===== src/rtl/mem_port_arbiter_if.sv =====
// -----------------------------------------------------------------------------
// mem_port_arbiter_if
// Bundles the three sides of the unified-memory arbiter:
//   - instruction fetch requester : if_req_i, if_addr_i -> if_data_o, if_ack_o
//   - data requester              : d_req_i, d_we_i, d_addr_i, d_wdata_i
//                                    -> d_rdata_o, d_ack_o
//   - backing memory              : mem_req_o, mem_we_o, mem_addr_o,
//                                    mem_wdata_o <- mem_rdata_i, mem_ack_i
//   - status                      : stall_o, err_o
// Signal suffixes are written from the arbiter's point of view.
// Modports:
//   slave  - the arbiter itself
//   master - the environment (pipeline stages plus backing memory)
// -----------------------------------------------------------------------------
interface mem_port_arbiter_if #(
  parameter int ADDR_W = 32,
  parameter int DATA_W = 32
);
  logic              if_req_i;
  logic [ADDR_W-1:0] if_addr_i;
  logic [DATA_W-1:0] if_data_o;
  logic              if_ack_o;

  logic              d_req_i;
  logic              d_we_i;
  logic [ADDR_W-1:0] d_addr_i;
  logic [DATA_W-1:0] d_wdata_i;
  logic [DATA_W-1:0] d_rdata_o;
  logic              d_ack_o;

  logic              mem_req_o;
  logic              mem_we_o;
  logic [ADDR_W-1:0] mem_addr_o;
  logic [DATA_W-1:0] mem_wdata_o;
  logic [DATA_W-1:0] mem_rdata_i;
  logic              mem_ack_i;

  logic              stall_o;
  logic              err_o;

  modport slave (
    input  if_req_i, if_addr_i,
    input  d_req_i, d_we_i, d_addr_i, d_wdata_i,
    input  mem_rdata_i, mem_ack_i,
    output if_data_o, if_ack_o, d_rdata_o, d_ack_o,
    output mem_req_o, mem_we_o, mem_addr_o, mem_wdata_o,
    output stall_o, err_o
  );

  modport master (
    output if_req_i, if_addr_i,
    output d_req_i, d_we_i, d_addr_i, d_wdata_i,
    output mem_rdata_i, mem_ack_i,
    input  if_data_o, if_ack_o, d_rdata_o, d_ack_o,
    input  mem_req_o, mem_we_o, mem_addr_o, mem_wdata_o,
    input  stall_o, err_o
  );
endinterface


===== src/rtl/mem_port_arbiter.sv =====
// -----------------------------------------------------------------------------
// mem_port_arbiter
// Shares one single-port memory between instruction fetch and data access.
// Each granted access is presented to the memory with a req/ack handshake,
// completed with a one-cycle ack pulse back to the requester, and the pipeline
// is stalled while any request is outstanding. A memory that never answers is
// cut off after MAX_WAIT cycles: the requester still gets its ack (data left
// unchanged) and the sticky err_o flag is raised.
//
// Ports:
//   clk_i  - clock
//   rst_i  - synchronous, active-high reset
//   bus    - mem_port_arbiter_if.slave (requesters, memory, stall/err)
//
// Parameters: ADDR_W, DATA_W, MAX_WAIT (>= 1, timeout in SERV cycles)
//
// Build option: define ARB_RR_EN to alternate grants between the two
// requesters on collisions; otherwise data always wins over fetch.
// -----------------------------------------------------------------------------
module mem_port_arbiter #(
  parameter int ADDR_W   = 32,
  parameter int DATA_W   = 32,
  parameter int MAX_WAIT = 255
) (
  input  logic              clk_i,
  input  logic              rst_i,
  mem_port_arbiter_if.slave bus
);

  localparam int                CNT_W     = $clog2(MAX_WAIT + 1);
  // Counter value at the end of the last permitted SERV cycle.
  localparam logic [CNT_W-1:0] LAST_WAIT = CNT_W'(MAX_WAIT - 1);

  typedef enum logic [1:0] {IDLE, SERV_I, SERV_D, RESP} state_e;

  // Every piece of registered state, so reset and update are one assignment.
  typedef struct packed {
    state_e            state;
    logic              mem_req;
    logic              mem_we;
    logic [ADDR_W-1:0] mem_addr;
    logic [DATA_W-1:0] mem_wdata;
    logic [DATA_W-1:0] if_data;
    logic [DATA_W-1:0] d_rdata;
    logic              if_ack;
    logic              d_ack;
    logic              err;
    logic [CNT_W-1:0]  wait_cnt;
`ifdef ARB_RR_EN
    logic              last_d;   // 1 = data was granted last, 0 = fetch
`endif
  } regs_t;

  regs_t q, d;
  logic  grant_d;
  logic  in_serv;
  logic  timeout;

`ifdef ARB_RR_EN
  // On a collision the requester not served last wins.
  assign grant_d = bus.d_req_i & (~bus.if_req_i | ~q.last_d);
`else
  assign grant_d = bus.d_req_i;
`endif

  assign in_serv = (q.state == SERV_I) || (q.state == SERV_D);
  // An ack arriving in the final permitted cycle wins over the timeout.
  assign timeout = in_serv && !bus.mem_ack_i && (q.wait_cnt == LAST_WAIT);

  // NOTE: every field of d starts from its held value before the case, so no
  // path through this block can leave a signal unassigned and infer a latch.
  always_comb begin
    d        = q;
    d.if_ack = 1'b0;
    d.d_ack  = 1'b0;
    case (q.state)
      IDLE: begin
        if (grant_d) begin
          d.state     = SERV_D;
          d.mem_req   = 1'b1;
          d.mem_we    = bus.d_we_i;
          d.mem_addr  = bus.d_addr_i;
          d.mem_wdata = bus.d_wdata_i;
          d.wait_cnt  = '0;
`ifdef ARB_RR_EN
          d.last_d    = 1'b1;
`endif
        end else if (bus.if_req_i) begin
          d.state     = SERV_I;
          d.mem_req   = 1'b1;
          d.mem_we    = 1'b0;
          d.mem_addr  = bus.if_addr_i;
          d.mem_wdata = '0;
          d.wait_cnt  = '0;
`ifdef ARB_RR_EN
          d.last_d    = 1'b0;
`endif
        end
      end
      SERV_I, SERV_D: begin
        if (bus.mem_ack_i) begin
          if (q.state == SERV_I) begin
            d.if_data = bus.mem_rdata_i;
          end else if (!q.mem_we) begin
            d.d_rdata = bus.mem_rdata_i;
          end
        end else begin
          d.wait_cnt = q.wait_cnt + CNT_W'(1);
        end
        if (timeout) begin
          d.err = 1'b1;
        end
        if (bus.mem_ack_i || timeout) begin
          d.state   = RESP;
          d.mem_req = 1'b0;
          d.if_ack  = (q.state == SERV_I);
          d.d_ack   = (q.state == SERV_D);
        end
      end
      RESP:    d.state = IDLE;
      default: d.state = IDLE;
    endcase
  end

  // NOTE: sequential state uses non-blocking assignment so every register
  // samples the pre-edge value of everything else.
  always_ff @(posedge clk_i) begin
    if (rst_i) begin
      q <= '0;
    end else begin
      q <= d;
    end
  end

  assign bus.mem_req_o   = q.mem_req;
  assign bus.mem_we_o    = q.mem_we;
  assign bus.mem_addr_o  = q.mem_addr;
  assign bus.mem_wdata_o = q.mem_wdata;
  assign bus.if_data_o   = q.if_data;
  assign bus.if_ack_o    = q.if_ack;
  assign bus.d_rdata_o   = q.d_rdata;
  assign bus.d_ack_o     = q.d_ack;
  assign bus.err_o       = q.err;

  // A requester stalls the pipeline until its own ack cycle; held low in reset.
  assign bus.stall_o = ~rst_i & ((bus.if_req_i & ~q.if_ack) |
                                 (bus.d_req_i  & ~q.d_ack));

endmodule


===== src/flat_wrapper.sv =====
// flat-port wrapper written by rule: the top's interface ports become plain ports
module mem_port_arbiter_flat 
#(
  parameter int ADDR_W   = 32,
  parameter int DATA_W   = 32,
  parameter int MAX_WAIT = 255
)
  (clk_i, rst_i, bus_if_req_i, bus_if_addr_i, bus_d_req_i, bus_d_we_i, bus_d_addr_i, bus_d_wdata_i, bus_mem_rdata_i, bus_mem_ack_i, bus_if_data_o, bus_if_ack_o, bus_d_rdata_o, bus_d_ack_o, bus_mem_req_o, bus_mem_we_o, bus_mem_addr_o, bus_mem_wdata_o, bus_stall_o, bus_err_o);
  mem_port_arbiter_if #(.ADDR_W(ADDR_W), .DATA_W(DATA_W)) bus_i ();
  input  logic clk_i;
  input  logic rst_i;
  input wire logic [$bits(bus_i.if_req_i)-1:0] bus_if_req_i;
  input wire logic [$bits(bus_i.if_addr_i)-1:0] bus_if_addr_i;
  input wire logic [$bits(bus_i.d_req_i)-1:0] bus_d_req_i;
  input wire logic [$bits(bus_i.d_we_i)-1:0] bus_d_we_i;
  input wire logic [$bits(bus_i.d_addr_i)-1:0] bus_d_addr_i;
  input wire logic [$bits(bus_i.d_wdata_i)-1:0] bus_d_wdata_i;
  input wire logic [$bits(bus_i.mem_rdata_i)-1:0] bus_mem_rdata_i;
  input wire logic [$bits(bus_i.mem_ack_i)-1:0] bus_mem_ack_i;
  output wire logic [$bits(bus_i.if_data_o)-1:0] bus_if_data_o;
  output wire logic [$bits(bus_i.if_ack_o)-1:0] bus_if_ack_o;
  output wire logic [$bits(bus_i.d_rdata_o)-1:0] bus_d_rdata_o;
  output wire logic [$bits(bus_i.d_ack_o)-1:0] bus_d_ack_o;
  output wire logic [$bits(bus_i.mem_req_o)-1:0] bus_mem_req_o;
  output wire logic [$bits(bus_i.mem_we_o)-1:0] bus_mem_we_o;
  output wire logic [$bits(bus_i.mem_addr_o)-1:0] bus_mem_addr_o;
  output wire logic [$bits(bus_i.mem_wdata_o)-1:0] bus_mem_wdata_o;
  output wire logic [$bits(bus_i.stall_o)-1:0] bus_stall_o;
  output wire logic [$bits(bus_i.err_o)-1:0] bus_err_o;
  assign bus_i.if_req_i = bus_if_req_i;
  assign bus_i.if_addr_i = bus_if_addr_i;
  assign bus_i.d_req_i = bus_d_req_i;
  assign bus_i.d_we_i = bus_d_we_i;
  assign bus_i.d_addr_i = bus_d_addr_i;
  assign bus_i.d_wdata_i = bus_d_wdata_i;
  assign bus_i.mem_rdata_i = bus_mem_rdata_i;
  assign bus_i.mem_ack_i = bus_mem_ack_i;
  assign bus_if_data_o = bus_i.if_data_o;
  assign bus_if_ack_o = bus_i.if_ack_o;
  assign bus_d_rdata_o = bus_i.d_rdata_o;
  assign bus_d_ack_o = bus_i.d_ack_o;
  assign bus_mem_req_o = bus_i.mem_req_o;
  assign bus_mem_we_o = bus_i.mem_we_o;
  assign bus_mem_addr_o = bus_i.mem_addr_o;
  assign bus_mem_wdata_o = bus_i.mem_wdata_o;
  assign bus_stall_o = bus_i.stall_o;
  assign bus_err_o = bus_i.err_o;
  mem_port_arbiter #(.ADDR_W(ADDR_W), .DATA_W(DATA_W), .MAX_WAIT(MAX_WAIT)) u_core (.clk_i(clk_i), .rst_i(rst_i), .bus(bus_i));
endmodule

===== config.mk =====
export PLATFORM = sky130hd
export DESIGN_NAME = mem_port_arbiter_flat
export DESIGN_NICKNAME = d
export VERILOG_FILES = /design/src/rtl/mem_port_arbiter_if.sv /design/src/rtl/mem_port_arbiter.sv /design/src/flat_wrapper.sv
export SDC_FILE = /design/constraint.sdc
export NUM_CORES = 1
export LEC_CHECK = 0
export CAP_MARGIN = 20
export CORE_MARGIN = 2
export CORE_UTILIZATION = 43
export DETAILED_ROUTE_END_ITERATION = 8
export GPL_TIMING_DRIVEN = 0
export PLACE_DENSITY = 0.81
export SLEW_MARGIN = 40
export SYNTH_ARGS = -nofsm -noshare
export SYNTH_HDL_FRONTEND = slang
export SYNTH_SLANG_ARGS = --single-unit
export TNS_END_PERCENT = 10

===== constraint.sdc =====
create_clock -name clk_i -period 2.49 [get_ports clk_i]
set_input_delay 0.498 -clock clk_i [delete_from_list [all_inputs] [get_ports clk_i]]
set_output_delay 0.498 -clock clk_i [all_outputs]
set_load 0.03 [all_outputs]

==> results.cfg, run 1 <==
[status]
status = completed

[synthesis]
yosys.area.top_type = dfxtp_1
syn_avg_cell_area_um2 = 8.83
synth-compound-area-share = 0.162
synth_cell_type_count = 37
ys_async_sr_fraction = 0
ys_seq_elements = 143
synth-edff-count = 0
ys.flop_type = dfxtp_1
synth_top_area_share = 0.455
syn_nets = 853
yosysSeqAreaShare = 0.455
synthAdderAreaFrac = 0.0119
synth_area_leaders = dfxtp_1 (45%), buf_4 (16%), nand2_1 (8.0%)
synthSimpleGateAreaFrac = 0.129
netlist_area_mm2 = 0.00629
synth_xor_xnor_area_share = 0.00278
synth_top_family_by_area = buffers and inverters
yosys_warnings = 0
synth.mux.area_fraction = 0.0525
synthCells = 713

[global_routing]
grt-ovfl-total = 0
grt_pass1_vias = 5579
antenna_found_initial = 0
grt_max_degree = 20
gr-usage-all-layers = 0.217
grt_pass1_wl_um = 27600

[run]
maxCapViolations = 0

[clock_network]
cts_buffer_depth = 2
cts.sinks = 143
post_cts_buffers = 0
htreeDepth = 4
insertion_delay_ns = 0.42
cts_buffers = 17
cts_tree = yes
cts-hold-fix-buffers = 0
path_clk_slew_ns = 0.06
cts_root_buf = clkbuf_16

[layout]
layout_common_cells = clkdlybuf4s50_1 (266), dfxtp_1 (143), nand2_1 (134)
area.growth.synth_to_final_pct = 55.2
post-route-util = 0.677
final_layout_size_suffix_gt1_frac = 0.182
fin_nets = 1138
fill_cells = 1195
antennaDiodeCount = 0
multi_input_comb_area_mm2 = 0.00225
final_common_cell = clkdlybuf4s50_1
regArea_mm2 = 0.00286

[setup_path]
worstSetupPathType = in2out
end_kind = output port
critPathMaxFanout = 10
crit_start = bus_d_req_i
crit_family = buffers and inverters
critPathSlowestCell = clkdlybuf4s50_1
slowest_delay_ns = 0.49
crit_required_ns = 1.99
cp-start-kind = input pin
crit_arrival_ns = 1.74
crit-reg2reg-launch = u_core.q[142]$_SDFFE_PP0P_
crit_buf_inv = 3
path_cells = clkdlybuf4s50_1, buf_2, nand2b_1, a21oi_1, clkbuf_2

[floorplanning]
boundaryPins = 268
coreArea_mm2 = 0.0144
num_rows = 44
dieArea_mm2 = 0.0156
die_y_um = 125
start_util = 0.436
die_w_um = 125

[power_and_ir_drop]
p_sw_w = 0.00348
power_density_mw_per_mm2 = 993
share_comb_of_total_power = 0.434
seqPwrFrac = 0.311
p_sw_frac = 0.359
p_leak_nw = 3.98
ir_worst_vdd_mv = 0.475
clkPwrFrac = 0.256
intPower_w = 0.00622

[placement]
place_ws_ns = -0.429
globalplace.congestion = 0.771
portBuffers = 267
dpl.hpwl_um = 12800

[timing]
timing.final.ws_setup_ns = 0.253
setup-violations-final = 0
fin_hold_ws_ns = 0.453
hold_viol = 0
drv_slew = 0
fin_crit_sh = 0.898
fin_crit_ns = 2.24
max_slew_margin = 0.618
tightestPinTransition_ns = 0.573
fmax_mhz = 447
clock_skew_ns = 0.0108
rsz0062_at_grt = no

[worst_hold_path]
hold_path_class = reg2reg
holdCritStartpoint = u_core.bus.if_data_o[28]$_SDFFE_PP0P_

[detailed_routing]
drt-pass1-iter-count = 5
drc = 0
antenna_left = 0
drt_iter0_drc = 293
wire_per_inst_um = 13.9
vias = 5664
wl_um = 16600
viasPerCell = 4.74
-- cell families after synthesis --
kind of cell             Yosys count
AND/OR/NAND/NOR                  197
buffers and inverters            177
AO/OA/AOI/OAI                    155
flip-flops                       143
multiplexers                      33
adder cells (fa/ha/maj)            6
XOR/XNOR                           2
-- final timing paths --
path / end / depth (start not counted) / slack [ns]
max: bus_stall_o / 5 / 0.25
min: u_core.bus.if_data_o[28]$_SDFFE_PP0P_ / 2 / 0.45
max reg2reg: u_core.bus.d_rdata_o[4]$_SDFFE_PP0P_ / 9 / 0.42
min reg2reg: u_core.bus.if_data_o[28]$_SDFFE_PP0P_ / 2 / 0.45
-- metrics by stage --
step	instance area, um2	total power (W)	setup TNS [ns]	std cells
2_1_floorplan	6290	0.00579	0	713
6_report	9770	0.00970	0	1195
3_5_place_dp	9200	0.00729	-0.429	1164
3_3_place_gp	9200	0.00723	-0.404	1164
5_1_grt	9770	0.0102	0	1195
4_1_cts	9770	0.00979	0	1195
-- worst min-delay path, stage by stage (launching register included) --
cell	delay, ns
dfxtp_1	0.31
nand2_1	0.05
a21oi_1	0.05
-- routing by layer --
| layer | track usage | vias to the layer above | wire length (um) |
|---|---|---|---|
| met1 | 0.258 | 2572 | 6600 |
| li1 | - | 2858 | - |
| met5 | 0 | - | 0 |
| met3 | 0.0796 | 25 | 1500 |
| met4 | 0.0706 | 0 | 287 |
| met2 | 0.364 | 209 | 8200 |
-- repair_timing --
action                                  4_1_cts  5_1_grt
gates cloned                                  0        0
endpoints found under the setup margin        1        1
resized for setup                             1        2
-- Yosys cell counts (4+ instances only) --
cell	instances
buf_4	131
buf_1	4
o21ai_0	5
mux2i_1	33
dfxtp_1	143
ha_1	6
or3_1	4
a21oi_1	75
buf_2	17
inv_1	4
clkbuf_1	21
nand2_1	134
a211oi_1	32
a22o_1	33
nor2_1	41
-- flip-flops by register name, summed over array words and instances (netlist names) --
register,count
u_core.bus.err_o,1
u_core.bus.d_ack_o,1
u_core.bus.if_data_o,32
u_core.bus.mem_wdata_o,32
u_core.bus.mem_req_o,1
u_core.bus.d_rdata_o,32
u_core.bus.mem_we_o,1
u_core.bus.mem_addr_o,32
u_core.q,10
u_core.bus.if_ack_o,1
-- layout make-up --
class	instances	area share
clock buffers	19	0.0453
repair buffers	267	0.273
flip-flops and latches	143	0.293
plain buffers	172	0.119
clock inverters	13	0.0141
inverters	4	0.00154
multi-input cells	393	0.231
well taps	184	0.0236
-- power by group through the flow --
stage	clock network (W)	registers, W	logic [W]
after floorplan	0	0.00303	0.00276
after global placement	0	0.00305	0.00418
after detailed placement	0	0.00306	0.00423
after CTS	0.00253	0.00302	0.00424
after global routing	0.00262	0.00307	0.00455
final	0.00248	0.00302	0.00421
No activity file was read; power rests on OpenSTA's default activity.
==> run 2: changes to the inputs <==
- CORE_UTILIZATION: 43 -> 63
- DONT_BUFFER_PORTS: not set -> 1
- PLACE_DENSITY: 0.81 -> 0.79
==> run 2 against run 1 <==
Sequential cell count stayed put; utilization up 4.9 points; cell area is 28% lower; count of clock-buffer cells in the layout increased by 2; critical path depth down 3; critical path type is now reg2out.
==> results.cfg, run 2 (synthesis results as in run 1) <==
[clock_network]
cts_root_buf = clkbuf_8
cts-hold-fix-buffers = 0
cts_buffers = 17
cts_resized = 0
insertion_delay_ns = 0.52
cts_tree = yes
post_cts_buffers = 0
path_clk_slew_ns = 0.06
cts_buffer_depth = 2
cts.sinks = 143
htreeDepth = 4

[layout]
area.growth.synth_to_final_pct = 12.2
layout_common_cells = dfxtp_1 (143), nand2_1 (134), buf_4 (131)
antennaDiodeCount = 0
post-route-util = 0.726
fin_nets = 872
final_layout_size_suffix_gt1_frac = 0.243
final_cells = 878
fill_cells = 753
final_common_cell = dfxtp_1

[setup_path]
rrSetupSlack_ns = 0.36
cp-endpoint = bus_stall_o
worstRegToRegCells = 9
crit_required_ns = 1.99
cp-start-kind = flop
slowest_delay_ns = 0.61
crit_family = compound AO/OA/AOI/OAI gates
worstSetupPathType = reg2out
crit_arrival_ns = 1.76
critPathMaxFanout = 2
crit_start = u_core.bus.d_ack_o$_SDFF_PP0_
critPathSlowestCell = a21oi_1
crit-reg2reg-launch = u_core.q[142]$_SDFFE_PP0P_
crit_buf_inv = 0
path_cells = nand2b_1, a21oi_1
end_kind = output port
crit_cells = 2
r2r-end = u_core.bus.d_rdata_o[3]$_SDFFE_PP0P_

[timing]
tightestPinTransition_ns = 0.744
rsz0062_at_grt = no
clock_skew_ns = 0.00756
fin_crit_sh = 0.908
hold_viol = 0
max_slew_margin = 0.505
fin_crit_ns = 2.26
tns_ns = 0
timing.final.ws_setup_ns = 0.228
drv_slew = 0
fmax_mhz = 442
setup-violations-final = 0

[global_routing]
grt_pass1_vias = 4748
grt_pass1_wl_um = 22700
antenna_found_initial = 0
gr-usage-all-layers = 0.262
grt-ovfl-total = 0
grt_max_degree = 17

[power_and_ir_drop]
ir_worst_vdd_mv = 0.703
p_leak_nw = 3.00
power_density_mw_per_mm2 = 1240

[floorplanning]
boundaryPins = 268
coreArea_mm2 = 0.00973
start_util = 0.647
dieArea_mm2 = 0.0108
die_w_um = 104
die_y_um = 104
num_rows = 36

[detailed_routing]
viasPerCell = 5.52
wire_per_inst_um = 16.3
vias = 4844
drt-pass1-iter-count = 5
antenna_left = 0
drc = 0
drt_iter0_drc = 214
wl_um = 14300

[placement]
globalplace.congestion = 0.841
placed_cells = 846
dpl.hpwl_um = 11000
portBuffers = 0
place_ws_ns = 0.424

[run]
maxCapViolations = 0

[status]
status = completed

[worst_hold_path]
hold_path_class = in2reg
## run 2: cell types whose count changed in the layout (fill, tap and decap cells not counted)
cell	previous run	this run
clkbuf_16	17	16
clkbuf_2	1	0
buf_1	3	4
clkinvlp_4	3	2
bufinv_16	2	4
inv_6	2	0
clkbuf_8	1	2
clkdlybuf4s50_1	266	0
clkinv_4	2	1
clkbuf_1	22	24
## run 2: cell type report
cell class                      instances  area (um2)  area share
Clock buffer                           21         439      0.0622
Sequential cell                       143        2860       0.405
Inverter                                4        15.0     0.00213
Multi-Input combinational cell        393        2250       0.319
Tap cell                              133         166      0.0236
Clock inverter                         11         164      0.0232
Buffer                                173        1160       0.165
## run 2: per-stage QoR
| stage | power [W] | area [um2] | hold slack [ns] |
|---|---|---|---|
| 3_5_place_dp | 0.00626 | 6460 | 0.448 |
| 6_report | 0.00878 | 7060 | 0.102 |
| 2_1_floorplan | 0.00579 | 6290 | 0.437 |
| 3_3_place_gp | 0.00615 | 6460 | 0.443 |
| 5_1_grt | 0.00922 | 7060 | 0.0720 |
| 4_1_cts | 0.00882 | 7060 | 0.0811 |
## run 2: how the worst min path moves through the flow
stage	end	slack, ns	cells after the start	startpoint
2_1_floorplan	u_core.bus.d_rdata_o[0]$_SDFFE_PP0P_	0.44	2	u_core.bus.d_rdata_o[0]$_SDFFE_PP0P_
3_3_place_gp	u_core.bus.d_rdata_o[29]$_SDFFE_PP0P_	0.44	2	u_core.bus.d_rdata_o[29]$_SDFFE_PP0P_
3_5_place_dp	u_core.bus.d_rdata_o[7]$_SDFFE_PP0P_	0.45	2	u_core.bus.d_rdata_o[7]$_SDFFE_PP0P_
4_1_cts	u_core.bus.mem_wdata_o[20]$_SDFFE_PP0P_	0.08	1	bus_d_wdata_i[20]
5_1_grt	u_core.bus.mem_wdata_o[16]$_SDFFE_PP0P_	0.07	1	bus_d_wdata_i[16]
6_report	u_core.bus.mem_wdata_o[29]$_SDFFE_PP0P_	0.10	1	bus_d_wdata_i[29]
## run 2: worst reg2reg max path, delay by kind of cell (launching register included)
kind / cells / cell delay (ns)
AO/OA/AOI/OAI: 1 / 0.08
buffers and inverters: 4 / 0.62
adder cells (fa/ha/maj): 1 / 0.27
flip-flops: 1 / 0.36
AND/OR/NAND/NOR: 3 / 0.65
## run 2: per-layer routing
layer | track usage | routed length [um] | vias to the layer above | part of all wire
met2 | 0.463 | 7280 | 237 | 0.51
met5 | 0 | 0 | - | 0
met1 | 0.277 | 5370 | 2252 | 0.38
met4 | 0.118 | 396 | 0 | 0.028
met3 | 0.0990 | 1240 | 34 | 0.087
li1 | - | - | 2321 | -
## run 2: power by group
group          internal [W]  total (W)  switching (W)
Sequential          0.00277    0.00307       0.000302
Combinational       0.00110    0.00315        0.00205
Clock               0.00165    0.00255       0.000908
Total               0.00552    0.00878        0.00326
